==> src/rtl/shift_seq_32b_pkg.sv <==
// Shared types, constants and helpers for the multi-cycle logical shift sequencer.
package shift_seq_32b_pkg;

  typedef enum logic [1:0] {
    ST_IDLE = 2'd0,
    ST_RUN  = 2'd1,
    ST_DONE = 2'd2
  } state_e;

  localparam logic DIR_LEFT  = 1'b0;
  localparam logic DIR_RIGHT = 1'b1;
  localparam int   SHAMT_W   = 5;

  // Lowest set bit of amt at or above position from (0 when none).
  function automatic logic [2:0] next_set_bit(input logic [SHAMT_W-1:0] amt,
                                               input logic [2:0] from);
    logic [2:0] r;
    r = 3'd0;
    for (int i = SHAMT_W - 1; i >= 0; i--) begin
      if (amt[i] && (3'(i) >= from)) begin
        r = 3'(i);
      end
    end
    return r;
  endfunction

  function automatic logic [2:0] highest_set_bit(input logic [SHAMT_W-1:0] amt);
    logic [2:0] r;
    r = 3'd0;
    for (int i = 0; i < SHAMT_W; i++) begin
      if (amt[i]) begin
        r = 3'(i);
      end
    end
    return r;
  endfunction

endpackage

==> src/rtl/shift_stage_32b.sv <==
// One power-of-two shift stage: shifts A by 2^K (K = 0..4) left or right, zero fill.
module shift_stage_32b
  import shift_seq_32b_pkg::*;
(
  output logic [31:0] O,
  input  logic [31:0] A,
  input  logic [2:0]  K,
  input  logic        D
);

  logic [SHAMT_W-1:0] sh_s;

  // Decode the stage index into a shift distance and apply it in the requested direction.
  always_comb begin
    case (K)
      3'd0:    sh_s = 5'd1;
      3'd1:    sh_s = 5'd2;
      3'd2:    sh_s = 5'd4;
      3'd3:    sh_s = 5'd8;
      3'd4:    sh_s = 5'd16;
      default: sh_s = 5'd0;
    endcase
    if (D == DIR_RIGHT) begin
      O = A >> sh_s;
    end else begin
      O = A << sh_s;
    end
  end

endmodule

==> src/rtl/shift_seq_32b.sv <==
// Multi-cycle logical shifter: walks one 2^k stage per clock over B[4:0] and
// holds the result until acknowledged.
module shift_seq_32b
  import shift_seq_32b_pkg::*;
#(
  parameter int unsigned ZERO_SKIP = 1
) (
  input  logic        clk,
  input  logic        reset,
  input  logic        start,
  input  logic [31:0] A,
  input  logic [31:0] B,
  input  logic        D,
  input  logic        ack,
  output logic        busy,
  output logic        done,
  output logic [31:0] O
);

  state_e             state_q, state_d;
  logic [31:0]        acc_q, acc_d;
  logic [SHAMT_W-1:0] amt_q, amt_d;
  logic [2:0]         idx_q, idx_d;
  logic               dir_q, dir_d;
  logic               big_q, big_d;
  logic [31:0]        o_q, o_d;
  logic               busy_q, busy_d;
  logic               done_q, done_d;

  logic [31:0]        stage_o_s;
  logic [31:0]        acc_nxt_s;
  logic [2:0]         last_idx_s;
  logic               skip_s;

  shift_stage_32b u_stage (
    .O (stage_o_s),
    .A (acc_q),
    .K (idx_q),
    .D (dir_q)
  );

  assign skip_s = (ZERO_SKIP != 0);

  // Next-state, datapath and output-register computation.
  always_comb begin
    state_d    = state_q;
    acc_d      = acc_q;
    amt_d      = amt_q;
    idx_d      = idx_q;
    dir_d      = dir_q;
    big_d      = big_q;
    o_d        = o_q;
    last_idx_s = skip_s ? highest_set_bit(amt_q) : 3'd4;
    // big_q never reaches RUN; the guard keeps a corrupted entry from leaking data.
    if (big_q) begin
      acc_nxt_s = 32'd0;
    end else if (amt_q[idx_q]) begin
      acc_nxt_s = stage_o_s;
    end else begin
      acc_nxt_s = acc_q;
    end

    case (state_q)
      ST_IDLE: begin
        if (start) begin
          acc_d = A;
          amt_d = B[SHAMT_W-1:0];
          dir_d = D;
          big_d = |B[31:SHAMT_W];
          if (|B[31:SHAMT_W]) begin
            o_d     = 32'd0;
            state_d = ST_DONE;
          end else if (skip_s && (B[SHAMT_W-1:0] == 5'd0)) begin
            o_d     = A;
            state_d = ST_DONE;
          end else begin
            idx_d   = skip_s ? next_set_bit(B[SHAMT_W-1:0], 3'd0) : 3'd0;
            state_d = ST_RUN;
          end
        end else begin
          state_d = ST_IDLE;
        end
      end
      ST_RUN: begin
        acc_d = acc_nxt_s;
        if (idx_q == last_idx_s) begin
          o_d     = acc_nxt_s;
          state_d = ST_DONE;
        end else begin
          idx_d = skip_s ? next_set_bit(amt_q, idx_q + 3'd1) : (idx_q + 3'd1);
        end
      end
      ST_DONE: begin
        if (ack) begin
          state_d = ST_IDLE;
        end else begin
          state_d = ST_DONE;
        end
      end
      default: begin
        state_d = ST_IDLE;
      end
    endcase

    busy_d = (state_d != ST_IDLE);
    done_d = (state_d == ST_DONE);
  end

  // State, datapath and output registers; reset drops any in-flight request.
  always_ff @(posedge clk or posedge reset) begin
    if (reset) begin
      state_q <= ST_IDLE;
      acc_q   <= 32'd0;
      amt_q   <= 5'd0;
      idx_q   <= 3'd0;
      dir_q   <= DIR_LEFT;
      big_q   <= 1'b0;
      o_q     <= 32'd0;
      busy_q  <= 1'b0;
      done_q  <= 1'b0;
    end else begin
      state_q <= state_d;
      acc_q   <= acc_d;
      amt_q   <= amt_d;
      idx_q   <= idx_d;
      dir_q   <= dir_d;
      big_q   <= big_d;
      o_q     <= o_d;
      busy_q  <= busy_d;
      done_q  <= done_d;
    end
  end

  assign busy = busy_q;
  assign done = done_q;
  assign O    = o_q;

endmodule

==> config.mk <==
export PLATFORM = sky130hd
export DESIGN_NAME = shift_seq_32b
export DESIGN_NICKNAME = d
export VERILOG_FILES = /design/src/rtl/shift_seq_32b_pkg.sv /design/src/rtl/shift_stage_32b.sv /design/src/rtl/shift_seq_32b.sv
export SDC_FILE = /design/constraint.sdc
export NUM_CORES = 1
export LEC_CHECK = 0
export BUFFER_PORTS_ARGS = -buffer_cell sky130_fd_sc_hd__buf_2
export CORE_UTILIZATION = 35
export DETAILED_ROUTE_END_ITERATION = 10
export GPL_TIMING_DRIVEN = 0
export PLACE_DENSITY = 0.5
export SLEW_MARGIN = 10
export SYNTH_ARGS = -nofsm -noshare
export SYNTH_HDL_FRONTEND = slang
export SYNTH_SLANG_ARGS = --single-unit
==> constraint.sdc <==
create_clock -name clk -period 3.4 [get_ports clk]
set_input_delay 0.17 -clock clk [delete_from_list [all_inputs] [get_ports clk]]
set_output_delay 0.17 -clock clk [all_outputs]
set_load 0.005 [all_outputs]
Word level (Yosys, flattened, before mapping)
Index checks and enable logic that the tools add are counted.

Register bits after elaboration: 78. Logic and storage cells: 85. Input port bits: 69.

Order comparisons: 6. Equal/unequal tests: 14. Multiplexer cells: 38. Reduce and logical (&&, ||, !) cells: 15. Shift-type cells: 2. Add/subtract/negate cells: 1.

Operators by type and width (number): $mux W32 (8); $pmux W32 S2 (2); $mux W3 (15); $shl A32 B5 Y32 (1); $shr A32 B5 Y32 (1); $reduce_or A27 Y1 (1); $pmux W5 S5 (1); $mux W2 (7); $ne A2 B2 Y1 const B (5); $eq A3 B2 Y1 const B (2); $ge A1 B3 Y1 const A (2); $ge A2 B3 Y1 const A (2); $pmux W2 S3 (1); $pmux W3 S2 (1); $logic_and A1 B1 Y1 (5); $logic_not A5 Y1 (1); $reduce_and A5 Y1 (1); $eq A2 B2 Y1 const B (2); $lt A3 B4 Y1 const B (1); $reduce_and A2 Y1 (2); $reduce_and A4 Y1 (1); $reduce_bool A2 Y1 (2); $add A3 B1 Y3 const B (1); $bmux W1 S3 (1); other kinds (9) (10).

Depth between registers and ports, before layout
Depth in word-level cells: 10. Mapped depth: 14.

Cells and area by module
From an unflattened synthesis, not the netlist that was laid out.

Cells, all modules: 883. Area, all modules: 7156.9 um^2.

Modules (own cells, without submodules): shift_seq_32b (instances 1, area each 4162.7 um^2, cells an instance 416, seq. area each 1951.9 um^2); shift_stage_32b (instances 1, area each 2994.1 um^2, cells an instance 467, seq. area each 0.0 um^2).

Worst setup path before layout
No wires, ideal clock.

Path type: register -> register. From: register idx_q[2]. To: register o_q[28], in the netlist O[28]. Buffers on the path: 4. Arrival time: 2.546 ns. Data required time: 3.318 ns. Path slack: 0.772 ns. Stages on the path, launching flop included: 13. Path through: dfrtp_1 -> buf_6 -> buf_2 -> inv_1 -> buf_2 -> ha_1 -> buf_2 -> clkinv_1 -> nor2_1 -> nand2_1 -> o311ai_0 -> o221ai_1 -> a31oi_1.

Longest elaborated chain between the ends: 8. Elaborated cells on any way between the ends: 18.

Ends and longest elaborated chain: from (decl) (line shift_seq_32b.sv:23) `logic [2:0] idx_q, idx_d;`; from (signal assigned) (line shift_seq_32b.sv:125) `idx_q <= idx_d;`; $eq A3 B3 Y1, or another cell as far along (line shift_stage_32b.sv:15) `case (K)`; $pmux W5 S5 (line shift_stage_32b.sv:15); $shl A32 B5 Y32 / $shr A32 B5 Y32 (equally long branches) (line shift_stage_32b.sv:26, shift_stage_32b.sv:24); $mux W32 (line shift_stage_32b.sv:23) `if (D == DIR_RIGHT) begin`; $mux W32 (line shift_seq_32b.sv:57) `end else if (amt_q[idx_q]) begin`; $mux W32 (line shift_seq_32b.sv:55) `if (big_q) begin`; $mux W32 (line shift_seq_32b.sv:86) `if (idx_q == last_idx_s) begin`; $pmux W32 S2 (line shift_seq_32b.sv:63) `case (state_q)`; to (signal assigned) (line shift_seq_32b.sv:118) `o_q <= 32'd0;`; to (signal assigned) (line shift_seq_32b.sv:128) `o_q <= o_d;`; to (decl) (line shift_seq_32b.sv:26) `logic [31:0] o_q, o_d;`.

Several ways; a longest one is shown, not always the timed one. The select of a mux whose other input is x is not followed. A chain may end at the register's enable or synchronous reset.

Final worst setup path
From: register idx_q[0]. To: register acc_q[1].

Longest elaborated chain between the ends: 7. Elaborated cells on any way between the ends: 14.

Ends and longest elaborated chain: $eq A3 B3 Y1, or another cell as far along (line shift_stage_32b.sv:15); $pmux W5 S5 (line shift_stage_32b.sv:15); $shl A32 B5 Y32 / $shr A32 B5 Y32 (equally long branches) (line shift_stage_32b.sv:26, shift_stage_32b.sv:24); $mux W32 (line shift_stage_32b.sv:23); $mux W32 (*) (line shift_seq_32b.sv:57); $mux W32 (*) (line shift_seq_32b.sv:55); $pmux W32 S2 (*) (line shift_seq_32b.sv:63); to (signal assigned) (line shift_seq_32b.sv:113) `acc_q <= 32'd0;`; to (signal assigned) (line shift_seq_32b.sv:123) `acc_q <= acc_d;`; to (decl) (line shift_seq_32b.sv:21) `logic [31:0] acc_q, acc_d;`.

Every way passes the cells marked *; elsewhere a longest branch is shown, timed or not. The select of a mux whose other input is x is not followed.

==> results.ini <==
[finish]
area_growth_pct=20.6
layout.nets=1264
layout-drive-gt1-share=0.274

[logic_synthesis]
synth_area_per_cell_um2=8.10
synth_nets=1137
ys_warn_count=0
synth_edf_count=0
syn-cell-area_um2=8600
yosysUniqueCellTypes=91
syn_inst=1062
async_flop_share=1.00
yosys_most_used_dff=dfrtp_1
synth_seq_area_share=0.227
yosys_register_bits=78

[worst_setup_path]
crit_path_end_kind=register
setup.worst_path.class=reg -> reg
start_kind=register
arrival_ns=3.65
cp_max_fo=10
cp_data_required_time_ns=3.63

[grt]
grt_max_degree=60
grt_first_pass_wirelength_um=79200
track_usage=0.440
overflow=0
grt_pass1_vias=10500
antenna_found_initial=0

[die]
initial_core_util=0.356
die_y_um=159
ios=103
die_area_um2=25200
rows=57
core-area_um2=24200
die_w_um=159

[timing]
hold_viol=0
finalCriticalPeriod_ns=3.42
grt_setup_unrepaired=yes
final.setup_skew_ns=0.0108
setup_ws_ns=-0.0161
worst_pin_slew_ns=1.09
setup_viol=1
hold_slack_ns=0.0687
clock.fmax_mhz=293
period_share=1.00
relSlewSlack=0.271
finalMaxSlewViolations=0

[placed_design]
io_buffers=102
gp_congestion=1.10
place_hpwl_um=42500

[power]
p_leak_nw=3.82
ir_drop_uv=371
pwr_density_cell_nw_per_um2=436
power_mw=4.52

[cts]
clk_latency_ns=0.34
cts_tree=yes
clock-root-buffer=clkbuf_16
cts_sinks=78
cts_made_buffers=9
htree_levels=3
clockBufferDepth=2
clk_pin_slew_worst_paths_ns=0.07

[outcome]
status=complete, but fails checks
violations=setup timing

[drt]
vias=10900
dr.pass1.iters=6
drcViolationCount=0
vias_per_cell=7.18
totalWireLength_um=56100
antenna_left=0
wl_per_cell_um=36.9
drtIter0Drc=1425

[worst_hold_path]
hp-class=in -> reg

[run]
cap_violations=0

## worst paths after layout
check,start,endpoint,slack [ns],depth (start not counted)
max in group asynchronous,reset,idx_q[1],2.46,4
min reg2reg,O[26],O[26],0.51,2
min,D,dir_q,0.07,2
max,idx_q[0],acc_q[1],-0.02,12
min in group asynchronous,reset,O[12],0.31,3
max reg2reg,idx_q[0],acc_q[1],-0.02,12
## synth_stat cells (22+ instances only)
master	instances	area, um2
nor2_1	95	357
nand2_1	82	308
dfrtp_1	78	1950
a21oi_1	76	380
clkbuf_1	75	282
o21ai_0	46	230
a31oi_1	45	282
nand3_1	43	215
mux2i_1	37	370
buf_2	26	130
mux4_2	25	563
mux2_2	24	270
o221ai_1	22	193
## power breakdown
part	internal [mW]	total, mW	switching [mW]
combinational	0.691	2.12	1.43
sequential	1.10	1.34	0.238
clock	0.643	1.06	0.419
total	2.44	4.52	2.08
## final cells by class
type | instances | area, um2
well taps | 324 | 405
inverters | 21 | 85.1
fillers | 2507 | 13800
clock buffers | 10 | 229
plain buffers | 124 | 729
diodes | 1 | 2.50
multi-input cells | 836 | 6220
clock inverters | 6 | 86.3
flip-flops and latches | 78 | 1950
repair buffers | 119 | 661
## logic make-up (layout without fill, tap and decap cells)
logic type | after synthesis | count (layout) | share of synthesized area
AO/OA/AOI/OAI | 392 | 392 | 0.323
XOR/XNOR | 1 | 1 | 0.00102
adder cells (fa/ha/maj) | 6 | 6 | 0.00873
buffers and inverters | 148 | 280 | 0.0890
flip-flops | 78 | 78 | 0.227
multiplexers | 87 | 87 | 0.142
other | 0 | 1 | 0
AND/OR/NAND/NOR | 350 | 350 | 0.209
## registers in the layout (all words and copies together), names as in the netlist
name     count
O           32
state_q      2
acc_q       32
dir_q        1
done         1
idx_q        3
big_q        1
busy         1
amt_q        5
## cells in the final DEF, fill, tap and decap left out, types with 7 or more instances in the layout
cell       instances
buf_2            120
nor2_1            87
nand2_1           79
dfrtp_1           76
a21oi_1           74
clkbuf_1          59
o21ai_0           45
nand3_1           42
a31oi_1           42
mux2i_1           34
mux4_2            25
buf_4             25
mux2_2            24
a22oi_1           18
inv_1             18
o22ai_1           18
buf_6             17
nor2b_1           15
o221ai_1          15
a211oi_1          15
o211ai_1          15
a32oi_1           14
nor3_1            14
and2_1            12
clkbuf_4          10
clkbuf_2           9
a211o_1            9
clkbuf_16          9
nand2b_1           8
nor4_1             8
nand4_1            8
and3b_1            7
nand3b_1           7
or3_1              7
o21a_1             7
## worst max-delay path, cell delays in order, from the launching register on
cell and delay (ns):
dfrtp_2 0.47, inv_1 0.17, ha_1 0.19, buf_6 0.16, buf_6 0.20, buf_6 0.20, clkbuf_4 0.28, a21oi_1 0.16
o2111ai_2 0.43, o32ai_1 0.13, a2111oi_0 0.44, nand2_1 0.20, a31oi_2 0.28
## metrics by stage
stage / instance area (um2) / setup WS, ns / cells / util / TNS, ns
CTS: 10200 / -0.00375 / 1514 / 0.421 / -0.00725
global route: 10400 / -0.0678 / 1518 / 0.429 / -0.111
finish: 10400 / -0.0161 / 1519 / 0.429 / -0.0161
detailed placement: 9550 / -1.26 / 1489 / 0.395 / -30.38
floorplan: 8600 / 0.772 / 1062 / - / 0
global placement: 9520 / -1.45 / 1488 / 0.394 / -37.81
## layer usage
metal  GRT usage  part of all wire  vias up
met5           0                 0        -
met4       0.307             0.079        0
met3       0.130              0.13      271
met2       0.629              0.41      973
met1       0.564              0.39     5286
li1            -                 -     4379
## repair_timing
item | 4_1_cts | 5_1_grt
resized for setup | 59 | 49
setup buffers | 10 | 5
setup endpoints to repair | 62 | 53
pin swaps | 6 | 8
hold endpoints to repair | 19 | 0
hold buffers | 1 | 0
No activity file was read; power rests on OpenSTA's default activity.
